## config.mk

```make
export PLATFORM = sky130hd
export DESIGN_NAME = imm_extend_pipe
export DESIGN_NICKNAME = d
export VERILOG_FILES = /design/src/rtl/imm_extend_pipe.sv
export SDC_FILE = /design/constraint.sdc
export NUM_CORES = 1
export LEC_CHECK = 0
export BUFFER_PORTS_ARGS = -buffer_cell sky130_fd_sc_hd__buf_4
export CAP_MARGIN = 20
export CORE_MARGIN = 4
export CORE_UTILIZATION = 55
export DETAILED_ROUTE_END_ITERATION = 16
export GPL_TIMING_DRIVEN = 0
export MAX_ROUTING_LAYER = met4
export PLACE_DENSITY = 0.79
export SYNTH_ARGS = -nofsm -noshare
export SYNTH_HDL_FRONTEND = slang
export SYNTH_SLANG_ARGS = --single-unit
```

## constraint.sdc

```tcl
create_clock -name clk -period 4.8 [get_ports clk]
set_input_delay 0.24 -clock clk [delete_from_list [all_inputs] [get_ports clk]]
set_output_delay 0.24 -clock clk [all_outputs]
set_load 0.005 [all_outputs]
```

## src/rtl/imm_extend_pipe.sv

```systemverilog
// rtl/imm_extend_pipe.sv - registered MIPS immediate extension with 2-entry valid/ready skid buffer
// Optional feature macro: BRANCH_SHIFT_EN (mode 11 shifts the sign-extended value left by 2)
module imm_extend_pipe #(
  parameter int IN_W  = 16,
  parameter int OUT_W = 32
) (
  input  logic             clk,
  input  logic             rst_n,
  input  logic             flush,
  input  logic             in_valid,
  output logic             in_ready,
  input  logic [IN_W-1:0]  in_imm,
  input  logic [1:0]       in_mode,
  output logic             out_valid,
  input  logic             out_ready,
  output logic [OUT_W-1:0] out_data,
  output logic             out_neg
);

  localparam int SH = OUT_W - IN_W;

  logic [OUT_W-1:0] sign_ext;
  logic [OUT_W-1:0] zero_ext;
  logic [OUT_W-1:0] upper_ext;
  logic [OUT_W-1:0] ext_data;
  logic             ext_neg;

  logic [1:0]       count;
  logic [OUT_W-1:0] head_data;
  logic             head_neg;
  logic [OUT_W-1:0] skid_data;
  logic             skid_neg;
  logic             push;
  logic             pop;

  // Casts avoid zero-width replication when IN_W == OUT_W.
  always_comb begin
    sign_ext  = OUT_W'($signed(in_imm));
    zero_ext  = OUT_W'(in_imm);
    upper_ext = zero_ext << SH;
    ext_neg   = in_imm[IN_W-1];
    case (in_mode)
      2'b00:   ext_data = sign_ext;
      2'b01:   ext_data = zero_ext;
      2'b10:   ext_data = upper_ext;
`ifdef BRANCH_SHIFT_EN
      default: ext_data = sign_ext << 2;
`else
      default: ext_data = sign_ext;
`endif
    endcase
  end

  assign in_ready  = (count != 2'd2);
  assign out_valid = (count != 2'd0);
  assign push      = in_valid & in_ready;
  assign pop       = out_valid & out_ready;

  always_ff @(posedge clk or negedge rst_n) begin
    if (!rst_n) begin
      count <= 2'd0;
    end else if (flush) begin
      count <= 2'd0;
    end else begin
      count <= count + {1'b0, push} - {1'b0, pop};
    end
  end

  // Entry storage carries no reset; count alone decides what is visible.
  always_ff @(posedge clk) begin
    if (!flush) begin
      if (pop && count == 2'd2) begin
        head_data <= skid_data;
        head_neg  <= skid_neg;
      end else if (push && (count == 2'd0 || pop)) begin
        head_data <= ext_data;
        head_neg  <= ext_neg;
      end
      if (push && count == 2'd1 && !pop) begin
        skid_data <= ext_data;
        skid_neg  <= ext_neg;
      end
    end
  end

  assign out_data = out_valid ? head_data : '0;
  assign out_neg  = out_valid & head_neg;

endmodule
```

Word-level counts from Yosys, hierarchy flattened --
Cells that the tools add are included.
Word-level totals: word-level logic and storage cells 34, bits in registers 68, bits of input ports 23, output and inout port bits 35
Operators by class: mux-type cells 7, $add $sub $neg 2, reduce and logical (&&, ||, !) cells 11, equal/unequal tests 5, bitwise logic cells 4
Operators by type and width (count):
- $mux 32 | 3
- $pmux 32 s2 | 1
- $eq 2x1->1 const B | 2
- $eq 2x2->1 const B | 2
- $logic_and 1x1->1 | 4
- $reduce_and 2->1 | 2
- $reduce_bool 2->1 | 2
- $and 1x1->1 | 3
- $add 2x1->2 | 1
- $logic_not 2->1 | 1
- $mux 1 | 2
- $mux 2 | 1
- $ne 2x2->1 const B | 1
- $sub 2x1->2 | 1
- $logic_not 1->1 | 1
- $logic_or 1x1->1 | 1
- $not 1->1 | 1

Longest topological paths before layout --
word-level depth 6, mapped depth 9, depth with buffers taken out 8

Least setup slack after synthesis --
Ideal clock, no wire load.
path kind register to register, from register count[1], to register head_data[0], enable pin, buffers on the path 0, arrival 2075 ps, data required time 4377 ps, setup time 423 ps, slack 2301 ps, cell stages (with the launch flop) 4, period minus slack after synthesis 2499 ps, path through dfrtp_1 mux2i_1 a2bb2oi_1 nor2_1
Between the ends: longest elaborated chain between the ends 6, elaborated cells between the ends (all ways) 11, classes of those cells 2 x eq/ne; 2 x bitwise; 7 x reduce/logical
RTL lines:
- start, declared | RTL line 28 | logic [1:0] count;
- start signal, assigned | RTL line 65 | count <= count + {1'b0, push} - {1'b0, pop};
- $reduce_bool 2->1 | RTL line 55 | assign out_valid = (count != 2'd0);
- $and 1x1->1 | RTL line 57 | assign pop = out_valid & out_ready;
- $logic_or 1x1->1 | RTL line 75 | end else if (push && (count == 2'd0 || pop)) begin
- $logic_and 1x1->1 | RTL line 75
- $reduce_bool 2->1 (no source line) (*)
- $reduce_and 2->1 (no source line) (*)
- end signal, assigned | RTL line 73 | head_data <= skid_data;
- end signal, assigned | RTL line 76 | head_data <= ext_data;
- end, declared | RTL line 29 | logic [OUT_W-1:0] head_data;
Mark *: on every way between the ends. The rest lies on a longest branch, timed or not. A chain may end at the register's enable or synchronous reset.

Final worst setup path --
from register count[1], to register count[1]
Between the ends: longest elaborated chain between the ends 5, elaborated cells between the ends (all ways) 7, classes of those cells 2 x add/sub; 1 x eq/ne; 1 x mux; 2 x bitwise; 1 x reduce/logical
RTL lines:
- $ne 2x2->1 | RTL line 54 | assign in_ready = (count != 2'd2);
- $and 1x1->1 | RTL line 56 | assign push = in_valid & in_ready;
- $add 2x1->2 | RTL line 65
- $sub 2x1->2 (*) | RTL line 65
- $mux 2 (*) | RTL line 62 | end else if (flush) begin
Marked as above.

==> reports/results.txt <==
initial antenna violation count = 0
Crit Path Category = reg2reg
clock root buffer = clkbuf_8
largest net degree at the start of global routing = 34
Async S/R FF share, synth = 2.941%
CTS Buf Count = 9
first-pass GRT wire length = 9597 um
Final Routed Wirelength = 5785 um
FF-to-FF Start = count[1]$_DFF_PN0_
layout cells sized above 1 = 46.55%
GRT Resource Usage Total = 18.12%
Pleak = 0.001600 uW
via count of the first global-routing pass = 1890
Slew @ Worst Pin = 0.9452 ns
io pins = 58
gpl congestion = 0.7311
Cell Area, Synth = 3142 um^2
initial DRC count = 100
vias after detailed routing = 1787
Final Util = 69.47%
syn_nets = 230
fill count = 425
Peak Freq = 0.4284 GHz
row cnt = 27
core area = 5540 um^2
top cells by count, synth = 66 x edfxtp_1, 33 x mux2_2, 18 x and2_1, 18 x nor2b_1, 17 x and2b_1
Post-synth EDFFs = 66
post-synth top area share = 63.08%
reg-to-reg setup timing slack = 2.47 ns
max_cap viols = 0
Top FF cell, synth = edfxtp_1
H-tree levels = 3
wire per inst = 16.67 um
CTS max path bufs = 2
Via density = 5.150
VDD IR-drop max = 229.6 uV
final hold vios = 0
Die ar. = 6986 um^2
Worst setup EP type = flip-flop
starting density of the core = 56.71%
WHS Endpoint = count[0]$_DFF_PN0_
Antenna Cells = 0
Clock Skews = 0.005814 ns
RSZ-0062 raised after global routing = no
hold depth = 2
Die Ht = 83.58 um
TNS Setup = 0 ns
Yosys cell types = 23
Synth Warn # = 0
# nets final = 299
TritonCTS clock tree = built
Multi-input gate area = 1016 um^2
Post-Syn Area per Cell = 15.48 um^2
Post-DRT Antenna Nets = 0
Final setup viols = 0
post-synth top area cell = edfxtp_1
area growth from synthesis to final layout = 22.50%
FF+latch area = 2032 um^2
Worst EP arrival = 2.58 ns
CP required = 5.05 ns
worst r2r dst = count[1]$_DFF_PN0_
Pins Over Slew Limit = 0
gr ovfl total = 0
HP Start = flush
headroom to the max-slew limit = 36.84%
Die W = 83.58 um
R2R cell count = 9
register area share after synthesis = 64.68%
Final HPWL DP = 3921 um
most common cell in the netlist = edfxtp_1
HP Class = in2reg
Crit. Startpoint = count[1]$_DFF_PN0_
clk slew on worst S/H paths = 0.06 ns
crit share post-route = 48.63%
CP max FO = 10
drt pass-1 iters = 4
port buffer count = 57
Clock Latency Late Sink = 0.33 ns
Mapped Cells = 203
DRC = 0
FF+latch count, synth = 68
cell area power density = 462.9 nW/um^2
Min Clock Period, post-route = 2.334 ns
CTS Sinks = 68
synth top area cells = edfxtp_1 63%, mux2_2 12%, a21o_2 4.2%, and2b_1 4.1%, and2_1 3.6%
status = completed
crit path launch type = flip-flop
-- where the power goes --
group	leakage (uW)	internal, uW	switching, uW
Combinational	0.000868	323	264
Sequential	0.000645	747	22.6
Clock	0.0000871	230	195
-- stage by stage --
stage / cells / cell area, um^2 / setup slack [ns] / hold slack, ns / power (uW)
6_report: 347 / 3849 / 2.466 / 0.1072 / 1782
5_1_grt: 347 / 3849 / 2.163 / 0.09391 / 1892
4_1_cts: 347 / 3849 / 2.398 / 0.09185 / 1807
3_5_place_dp: 332 / 3669 / 2.413 / 0.02609 / 1383
3_3_place_gp: 332 / 3660 / 1.548 / 0.02228 / 1365
2_1_floorplan: 203 / 3142 / 2.301 / -0.05559 / 1106
-- cells in the final DEF (no fill, tap or decap), types with 2 or more instances in the layout --
cell type / n
a21o_2: 15
and2_1: 18
and2b_1: 17
buf_4: 57
buf_6: 6
clkbuf_1: 4
clkbuf_8: 9
clkinv_1: 2
dfrtp_1: 2
edfxtp_1: 66
ha_1: 4
inv_1: 5
mux2_2: 33
nor2_1: 4
nor2_4: 2
nor2b_1: 18
-- sequential cells by signal, indices dropped and copies added, names as in the netlist --
register and flops:
head_data 32, skid_data 32, count 2, head_neg 1, skid_neg 1
-- final cells by class --
class                      instances  share of cell area, %
clock buffer                      10                  3.316
sequential                        68                  52.80
buffer                            10                  2.178
inverter                           5                 0.4876
tap                               72                  2.341
multi-input combinational        120                  26.40
timing repair buffer              58                  11.38
clock inverter                     4                  1.105
-- timing repair --
item | CTS | global route
resized for setup | 0 | 0
hold buffers | 1 | 0
endpoints found under the hold margin | 2 | 0
setup buffers | 0 | 0
-- layer usage --
layer / GRT usage [%] / wire [um] / vias up
met1: 22.45 / 2510 / 861
met3: 4.837 / 266 / 12
met2: 28.99 / 2918 / 48
met5: - / 0 / -
met4: 6.140 / 89 / 0
li1: - / - / 866
-- logic make-up (layout without fill, tap and decap cells) --
group,after synthesis,count (layout),share of synthesized area (%)
and+or+nand+nor,64,64,13.34
muxes,34,34,12.15
xor gates and xnor gates,1,1,0.2788
buffers and inverters,15,87,3.265
DFF,68,68,64.68
adders and majority gates,4,4,1.593
AOI/OAI and AO/OA,17,17,4.700
-- worst max-delay path, cell delays in order (launching register included) --
cell,delay [ns]
dfrtp_1,0.45
nor2_1,0.38
clkbuf_1,0.42
nor2_1,0.09
ha_1,0.29
inv_1,0.04
ha_1,0.18
xor2_1,0.14
and2_1,0.15
nor3_1,0.11
-- worst max-delay path by stage --
stage | end | slack (ns)
after floorplan | head_data[0]$_DFFE_PP_ | 2.30
after global placement | head_data[29]$_DFFE_PP_ | 1.55
after detailed placement | count[1]$_DFF_PN0_ | 2.41
after CTS | count[1]$_DFF_PN0_ | 2.40
after global routing | count[1]$_DFF_PN0_ | 2.16
final | count[1]$_DFF_PN0_ | 2.47
Power figures use the tool's default switching activity.
